**config.mk**
```make
export PLATFORM = sky130hd
export DESIGN_NAME = stream_dword_serializer
export DESIGN_NICKNAME = d
export VERILOG_FILES = /design/src/rtl/stream_dword_serializer.sv
export SDC_FILE = /design/constraint.sdc
export NUM_CORES = 1
export LEC_CHECK = 0
export BUFFER_PORTS_ARGS = -buffer_cell sky130_fd_sc_hd__buf_2
export CAP_MARGIN = 20
export CORE_UTILIZATION = 55
export CTS_CLUSTER_SIZE = 30
export DETAILED_ROUTE_END_ITERATION = 16
export PLACE_DENSITY_LB_ADDON = 0.3
export SLEW_MARGIN = 40
export SYNTH_ARGS = -nofsm -noshare
export SYNTH_HDL_FRONTEND = slang
export SYNTH_SLANG_ARGS = --single-unit
```
**constraint.sdc**
```tcl
create_clock -name i_clk -period 4.2 [get_ports i_clk]
set_clock_uncertainty 0.2 [all_clocks]
set_input_delay 0.42 -clock i_clk [delete_from_list [all_inputs] [get_ports i_clk]]
set_output_delay 0.42 -clock i_clk [all_outputs]
set_load 0.03 [all_outputs]
```
**src/rtl/stream_dword_serializer.sv**
```systemverilog
// Buffers 32-bit words with a byte count and emits them one byte per cycle on a
// valid/ready byte stream, in LSB-first or MSB-first order.
module stream_dword_serializer #(
    parameter int unsigned DEPTH     = 2,
    parameter bit          LSB_FIRST = 1'b1
) (
    input  logic        i_clk,
    input  logic        i_reset,
    input  logic        i_s_valid,
    output logic        o_s_ready,
    input  logic [31:0] i_s_data,
    input  logic [1:0]  i_s_nbytes,
    output logic        o_m_valid,
    input  logic        i_m_ready,
    output logic [7:0]  o_m_data,
    output logic        o_m_last,
    output logic        o_busy,
    output logic [15:0] o_byte_count
);

    localparam int unsigned PtrW = $clog2(DEPTH);
    localparam int unsigned CntW = PtrW + 1;
    localparam logic [PtrW-1:0] PtrMax  = PtrW'(DEPTH - 1);
    localparam logic [CntW-1:0] CntFull = CntW'(DEPTH);

    typedef enum logic [0:0] {StIdle, StEmit} state_e;

    state_e          r_state, w_state_d;
    logic [31:0]     r_mem_data   [DEPTH];
    logic [1:0]      r_mem_nbytes [DEPTH];
    logic [PtrW-1:0] r_wr_ptr, r_rd_ptr;
    logic [CntW-1:0] r_count, w_count_d;
    logic [1:0]      r_k, w_k_d;
    logic [15:0]     r_byte_count;

    logic            w_emit, w_push, w_pop, w_fire, w_last;
    logic [31:0]     w_head;
    logic [1:0]      w_sel;
    logic [7:0]      w_byte;

    // Outputs are forced quiet while reset is held, not just after the reset edge.
    assign w_emit    = (r_state == StEmit) && !i_reset;
    assign o_s_ready = !i_reset && (r_count != CntFull);
    assign w_push    = i_s_valid && o_s_ready;
    assign w_head    = r_mem_data[r_rd_ptr];
    assign w_last    = (r_k == r_mem_nbytes[r_rd_ptr]);
    assign w_fire    = w_emit && i_m_ready;
    assign w_pop     = w_fire && w_last;

    // MSB-first byte k is physical byte 3-k, i.e. the bitwise inverse of k.
    assign w_sel = LSB_FIRST ? r_k : ~r_k;

    always_comb begin
        w_byte = 8'h00;
        unique case (w_sel)
            2'd0: w_byte = w_head[7:0];
            2'd1: w_byte = w_head[15:8];
            2'd2: w_byte = w_head[23:16];
            2'd3: w_byte = w_head[31:24];
            default: w_byte = 8'h00;
        endcase
    end

    always_comb begin
        w_count_d = r_count;
        if (w_push && !w_pop) begin
            w_count_d = r_count + CntW'(1);
        end else if (!w_push && w_pop) begin
            w_count_d = r_count - CntW'(1);
        end
    end

    always_comb begin
        w_state_d = r_state;
        w_k_d     = r_k;
        unique case (r_state)
            StIdle: begin
                if (r_count != '0) begin
                    w_state_d = StEmit;
                    w_k_d     = 2'd0;
                end
            end
            StEmit: begin
                if (i_m_ready) begin
                    if (!w_last) begin
                        w_k_d = r_k + 2'd1;
                    end else begin
                        w_k_d = 2'd0;
                        if (w_count_d == '0) begin
                            w_state_d = StIdle;
                        end
                    end
                end
            end
            default: begin
                w_state_d = StIdle;
                w_k_d     = 2'd0;
            end
        endcase
    end

    always_ff @(posedge i_clk) begin
        if (i_reset) begin
            r_state      <= StIdle;
            r_k          <= 2'd0;
            r_count      <= '0;
            r_wr_ptr     <= '0;
            r_rd_ptr     <= '0;
            r_byte_count <= 16'h0000;
        end else begin
            r_state <= w_state_d;
            r_k     <= w_k_d;
            r_count <= w_count_d;
            if (w_push) begin
                r_wr_ptr <= (r_wr_ptr == PtrMax) ? '0 : r_wr_ptr + 1'b1;
            end
            if (w_pop) begin
                r_rd_ptr <= (r_rd_ptr == PtrMax) ? '0 : r_rd_ptr + 1'b1;
            end
            if (w_fire) begin
                r_byte_count <= r_byte_count + 16'd1;
            end
        end
    end

    always_ff @(posedge i_clk) begin
        if (w_push) begin
            r_mem_data[r_wr_ptr]   <= i_s_data;
            r_mem_nbytes[r_wr_ptr] <= i_s_nbytes;
        end
    end

    assign o_m_valid    = w_emit;
    assign o_m_data     = w_emit ? w_byte : 8'h00;
    assign o_m_last     = w_emit && w_last;
    assign o_busy       = !i_reset && ((r_count != '0) || (r_state == StEmit));
    assign o_byte_count = r_byte_count;

endmodule

```
# [Word level (Yosys, flattened, before mapping)]
# Memories as Yosys holds them, arrays and structs flattened. A register that Yosys moved wholly into a read port is not among the register bits.
# Cells that the tools add are included.
[classes] n_addsub=6 multipliers=0 n_div=0 order_cmp=0 n_eq_ne=7 shifts=0 muxes=21 n_bitwise=1 n_reduce_logical=17
[ops] operator="8-bit case mux with 4 select lines" n=1
[ops] operator="16-bit by 1-bit adder with 16-bit output, second input constant" n=1
[ops] operator="1-bit two-way mux" n=12
[ops] operator="2-bit two-way mux" n=5
[ops] operator="1-bit logical AND" n=9
[ops] operator="8-bit two-way mux" n=1
[ops] operator="2-bit != test, second input constant" n=3
[ops] operator="2-bit by 1-bit adder with 2-bit output, second input constant" n=2
[ops] operator="2-bit equality test, second input constant" n=2
[ops] operator="2-bit zero test" n=2
[ops] operator="2-bit case mux with 2 select lines" n=1
[ops] operator="1-bit zero test" n=3
[ops] operator="1-bit adder, second input constant" n=2
[ops] operator="2-bit by 1-bit equality test with 1-bit output, second input constant" n=1
[ops] operator="2-bit equality test" n=1
[ops] operator="1-bit case mux with 2 select lines" n=1
[ops] operator="2-bit AND reduction" n=1
[ops] operator="2-bit nonzero test" n=1
[ops] operator="2-bit by 1-bit subtractor with 2-bit output, second input constant" n=1
[ops] operator="1-bit logical OR" n=1
[ops] operator="1-bit NOT" n=1
[totals] register_bits=23 latch_bits=0 mem_bits_rw=68 romBits=0 word_cells=60 n_memories=2
[memory_table] name="r_mem_data" words=2 width=32 read_ports=1 rd_clocked_by_memory_dff=1 wr=1 line_no="29" source="logic [31:0] r_mem_data [DEPTH];"
[memory_table] name="r_mem_nbytes" words=2 width=2 read_ports=1 rd_clocked_by_memory_dff=1 wr=1 line_no="30" source="logic [1:0] r_mem_nbytes [DEPTH];"

# [Logic depth before layout (Yosys ltp)]
[logic_depth] depth_word=12 depth_mapped=7 depth_no_buf=6

# [Least setup slack after synthesis]
# Ideal clock, no wire load.
[synth_path] kind="register to register" start="register r_count[0]" end="memory r_mem_data[0][0], enable pin" arrival_time_ps=2695 slack_ps=879 stages_incl_launch_ff=6 n_path_buf=1 cell_sequence="dfxtp_1 > inv_1 > ha_1 > or3b_2 > clkbuf_1 > nor2_1"
[synth_between] elab_chain_len=5
[synth_rtl] item="from (decl)" line_no="32" source="logic [CntW-1:0] r_count, w_count_d;"
[synth_rtl] item="from (signal assigned)" line_no="113" source="r_count <= w_count_d;"
[synth_rtl] item="2-bit != test" line_no="43" source="assign o_s_ready = !i_reset && (r_count != CntFull);"
[synth_rtl] item="1-bit logical AND" line_no="43"
[synth_rtl] item="1-bit logical AND" line_no="44" source="assign w_push = i_s_valid && o_s_ready;"
[synth_rtl] item="1-bit two-way mux" line_no="127" source="if (w_push) begin"
[synth_rtl] item="1-bit two-way mux (not written as such)" line_no="128" source="r_mem_data[r_wr_ptr] <= i_s_data;"
[synth_rtl] item="to (decl)" line_no="29"
# No other way between the ends.

# [Worst setup path after layout]
[layout_path] start="register r_k[0]" end="output port o_m_data[1]"
[layout_between] elab_chain_len=3
[layout_rtl] item="from (decl)" line_no="33" source="logic [1:0] r_k, w_k_d;"
[layout_rtl] item="from (signal assigned)" line_no="112" source="r_k <= w_k_d;"
[layout_rtl] item="2-bit equality test (tied with other cells)" line_no="55" source="unique case (w_sel)"
[layout_rtl] item="8-bit case mux with 4 select lines (*)" line_no="55"
[layout_rtl] item="8-bit two-way mux (*)" line_no="134" source="assign o_m_data = w_emit ? w_byte : 8'h00;"
[layout_rtl] item="to (decl)" line_no="15" source="output logic [7:0] o_m_data,"
# Every way passes the cells marked *; elsewhere a longest branch is shown, timed or not.

==> metrics list <==
* Critical path data arrival time: about 2.5 ns
- Number of design rule violations left after detail routing: 0
- Headroom to the max-slew limit came out at 0.545.
- After legalization and detailed placement, the total HPWL measured 4670 µm.
* Largest area contributor in the synthesized netlist: edfxtp_1
- For this design, the CTS-stage hold fixing added 0 buffers.
* Vias in the first global route: 2302
- Core area: 6530 µm²
- Dividing the detail-routed via count by the number of cells gives about 5.7.
- For this configuration, the core starts out at a cell density of 0.584.
* Share of synthesized area occupied by flip-flops and latches: 0.661
- In the final layout, the share of cells above drive strength 1 is 0.264.
- The signal on the critical path passes through ha_1, a222oi_1, mux4_1, nor2_1, buf_2.
* Pin count of the biggest net entering global routing: 31
- Clock latency at the later pin of the worst-skew pair: about 0.35 ns
- edfxtp_1 is the most common cell in the netlist.
- STA classifies the critical path endpoint as a primary output.
- For this design the static power due to leakage is 1.66 nW.
- Setup-failing EPs final: 0
- Largest fanout on the critical path: 16
* Worst Setup Path Type: flop to primary output
* VDD IR-drop max: 0.259 mV
- Worst Setup Start Kind: flop
* Total Routed Length: about 6800 µm
* Final Max Tran Viols: 0
* Prevailing post-synth register cell: edfxtp_1
- The number of different library cells used by synthesis comes to 42.
- After clock tree synthesis, the setup repair step added 0 buffers.
- Final Hold Slack: 0.0530 ns
- Worst path required time: 3.58 ns
- Before antenna repair, the detailed router went through 7 iterations.
- At the pin with the least slew margin, the transition time is 0.682 ns.
* Average wire per standard cell: 16.0 µm
- Once layout is done, the placed cells without fillers occupy roughly 4400 µm².
- Once placement completed, the tool counted placed cells totaling 406.
- Routability-driven placement finished with a final weighted congestion of between 0.7 and 0.8.
- TritonCTS built the clock tree.
- Setup repair after global routing left no endpoint under its margin.
- The number of hold violations in the final report came to 0.
* Final period util: 0.746
- Cell count after synthesis: 276
- Die Wd: approximately 85 µm
- The total overflow left after global routing is 0.
* Final #Nets: roughly 390
- Cells taking the most area after synthesis: edfxtp_1, dfxtp_1, mux4_1, a222oi_1, inv_1
- Mean cell area of the mapped netlist: 13.8 µm²
- Total cell area at the placement stage: approximately 4200 µm²
- The detailed router finished its first iteration with roughly 220 violations.
- The clock drives roughly 90 sinks.
* Number of enable-type register cells in the synthesized netlist: between 60 and 70
- Count of boundary I/O pins: 66
- Antenna-violating nets left: 0
- Hold/Removal Path Class: input pin to flop
- Cell count of the worst hold path: 1
- Routed vias: 2396
* Post-synthesis net count: 321
* Reported max-cap violation count: 0
* Deepest level of the CTS H-tree: 3
* Critical-path top delay cell: ha_1
* Clock slew at the register clock pins of the worst setup and hold paths: roughly 0.1 ns
- Non-filler instance count after layout: 422
- The run finished with clean final reports.
- The floorplan step set the die height to 85.3 µm.
* Buffer cell driving the clock tree root: clkbuf_8
* Final total negative setup slack: 0 ns
- Across every metal layer, demand over resource in global routing totals 0.200.
* Area delta synth->final: 15.7%
* Ranking of synthesized cells by instance count: edfxtp_1, dfxtp_1, inv_1, nor2_1, a222oi_1
- Overall power: between 1.5 and 2 mW
* Async SR Flop Fraction: 0
- Total CTS buffers: 9
* Cell count of the worst reg-to-reg path: 5
- The first global-routing pass estimated ~11000 µm of wire.
- The repair_antennas step left the layout with diodes totalling 0.
- The floorplan step defined a die boundary enclosing approximately 7300 µm².
* Period minus WS final: 3.13 ns
- Cells resized by post-CTS repair: 0
- Post-synth top area share: 0.535
- In this design, the stage delay of the slowest critical-path cell is 0.63 ns.
* Clock Path Buffers: 2
* Number of buffer cells added on primary ports: 65
- Power density normalized to cell area: slightly below 400 nW/µm²
- Number of standard-cell rows in the floorplan: 29
- Summed instance area of the synthesized netlist: approximately 3800 µm²
* Warnings from Yosys: 0
* Antenna violations before repair: 0
- Top achievable clock speed: 0.319 GHz
- Number of synthesized register bits: 92
-- per-layer routing --
| layer | vias to the layer above | GRT usage | share of wire |
|---|---|---|---|
| met5 | - | 0 | 0 |
| met1 | 1139 | 0.258 | 0.45 |
| li1 | 1183 | - | - |
| met2 | 68 | 0.333 | 0.49 |
| met4 | 0 | 0.0712 | 0.0089 |
| met3 | 6 | 0.0486 | 0.051 |
-- logic make-up (layout without fill, tap and decap cells) --
family / Yosys count / in the layout / share of synthesized area
flops: 92 / 92 / 0.661
mux: 12 / 12 / 0.0659
buf+inv: 38 / 107 / 0.0400
simple gates: 72 / 72 / 0.101
compound gates: 43 / 43 / 0.0820
fa+ha+maj: 7 / 7 / 0.0229
xor+xnor: 12 / 12 / 0.0275
-- per-stage QoR --
| stage | util | setup WS [ns] |
|---|---|---|
| floorplan | - | 0.879 |
| global placement | 0.642 | 1.45 |
| detailed placement | 0.646 | 1.47 |
| CTS | 0.676 | 1.08 |
| global route | 0.676 | 0.909 |
| finish | 0.676 | 1.07 |
-- layout make-up --
type / count / area [µm²]
tap: 77 / 96.3
clock buffer: 9 / 124
multi-input combinational: 146 / 1160
inverter: 24 / 90.1
fill: 494 / 2120
timing repair buffer: 67 / 355
sequential: 92 / 2520
clock inverter: 7 / 70.1
-- path summary, 6_finish.rpt --
| path | slack, ns | end | start |
|---|---|---|---|
| worst min-delay path | 0.05 | r_mem_data[1][15] | i_s_data[15] |
| worst min register to register | 0.28 | o_byte_count[15] | o_byte_count[15] |
| worst max register to register | 1.77 | r_mem_data[0][0] | r_count[0] |
| worst max-delay path | 1.07 | o_m_data[1] | r_k[0] |
-- sequential cells by signal, summed over array words and instances (netlist names), named ones only --
| signal | count |
|---|---|
| r_mem_nbytes | 4 |
| r_mem_data | 64 |
| r_wr_ptr | 1 |
| r_k | 2 |
| r_rd_ptr | 1 |
| o_byte_count | 16 |
| r_state | 1 |
| r_count | 2 |
-- report_power, final --
part	internal [mW]	switching, mW
Combinational	0.0523	0.0844
Clock	0.230	0.324
Sequential	1.01	0.0158
Total	1.29	0.424
-- critical path, delay by kind of cell, from the launching register on --
| kind | cells | cell delay, ns |
|---|---|---|
| adder cells (fa/ha/maj) | 1 | 0.63 |
| multiplexers | 1 | 0.56 |
| flip-flops | 1 | 0.45 |
| AO/OA/AOI/OAI | 1 | 0.23 |
| buffers and inverters | 1 | 0.21 |
| AND/OR/NAND/NOR | 1 | 0.10 |
-- layout by cell type, fill, tap and decap left out, types with 8 or more instances in the layout --
| master | instances |
|---|---|
| edfxtp_1 | 68 |
| buf_2 | 65 |
| inv_1 | 24 |
| dfxtp_1 | 24 |
| nor2_1 | 22 |
| a222oi_1 | 16 |
| a21oi_1 | 13 |
| nand2_1 | 12 |
| clkbuf_8 | 9 |
| xnor2_1 | 8 |
(Power assumes the default switching activity.)
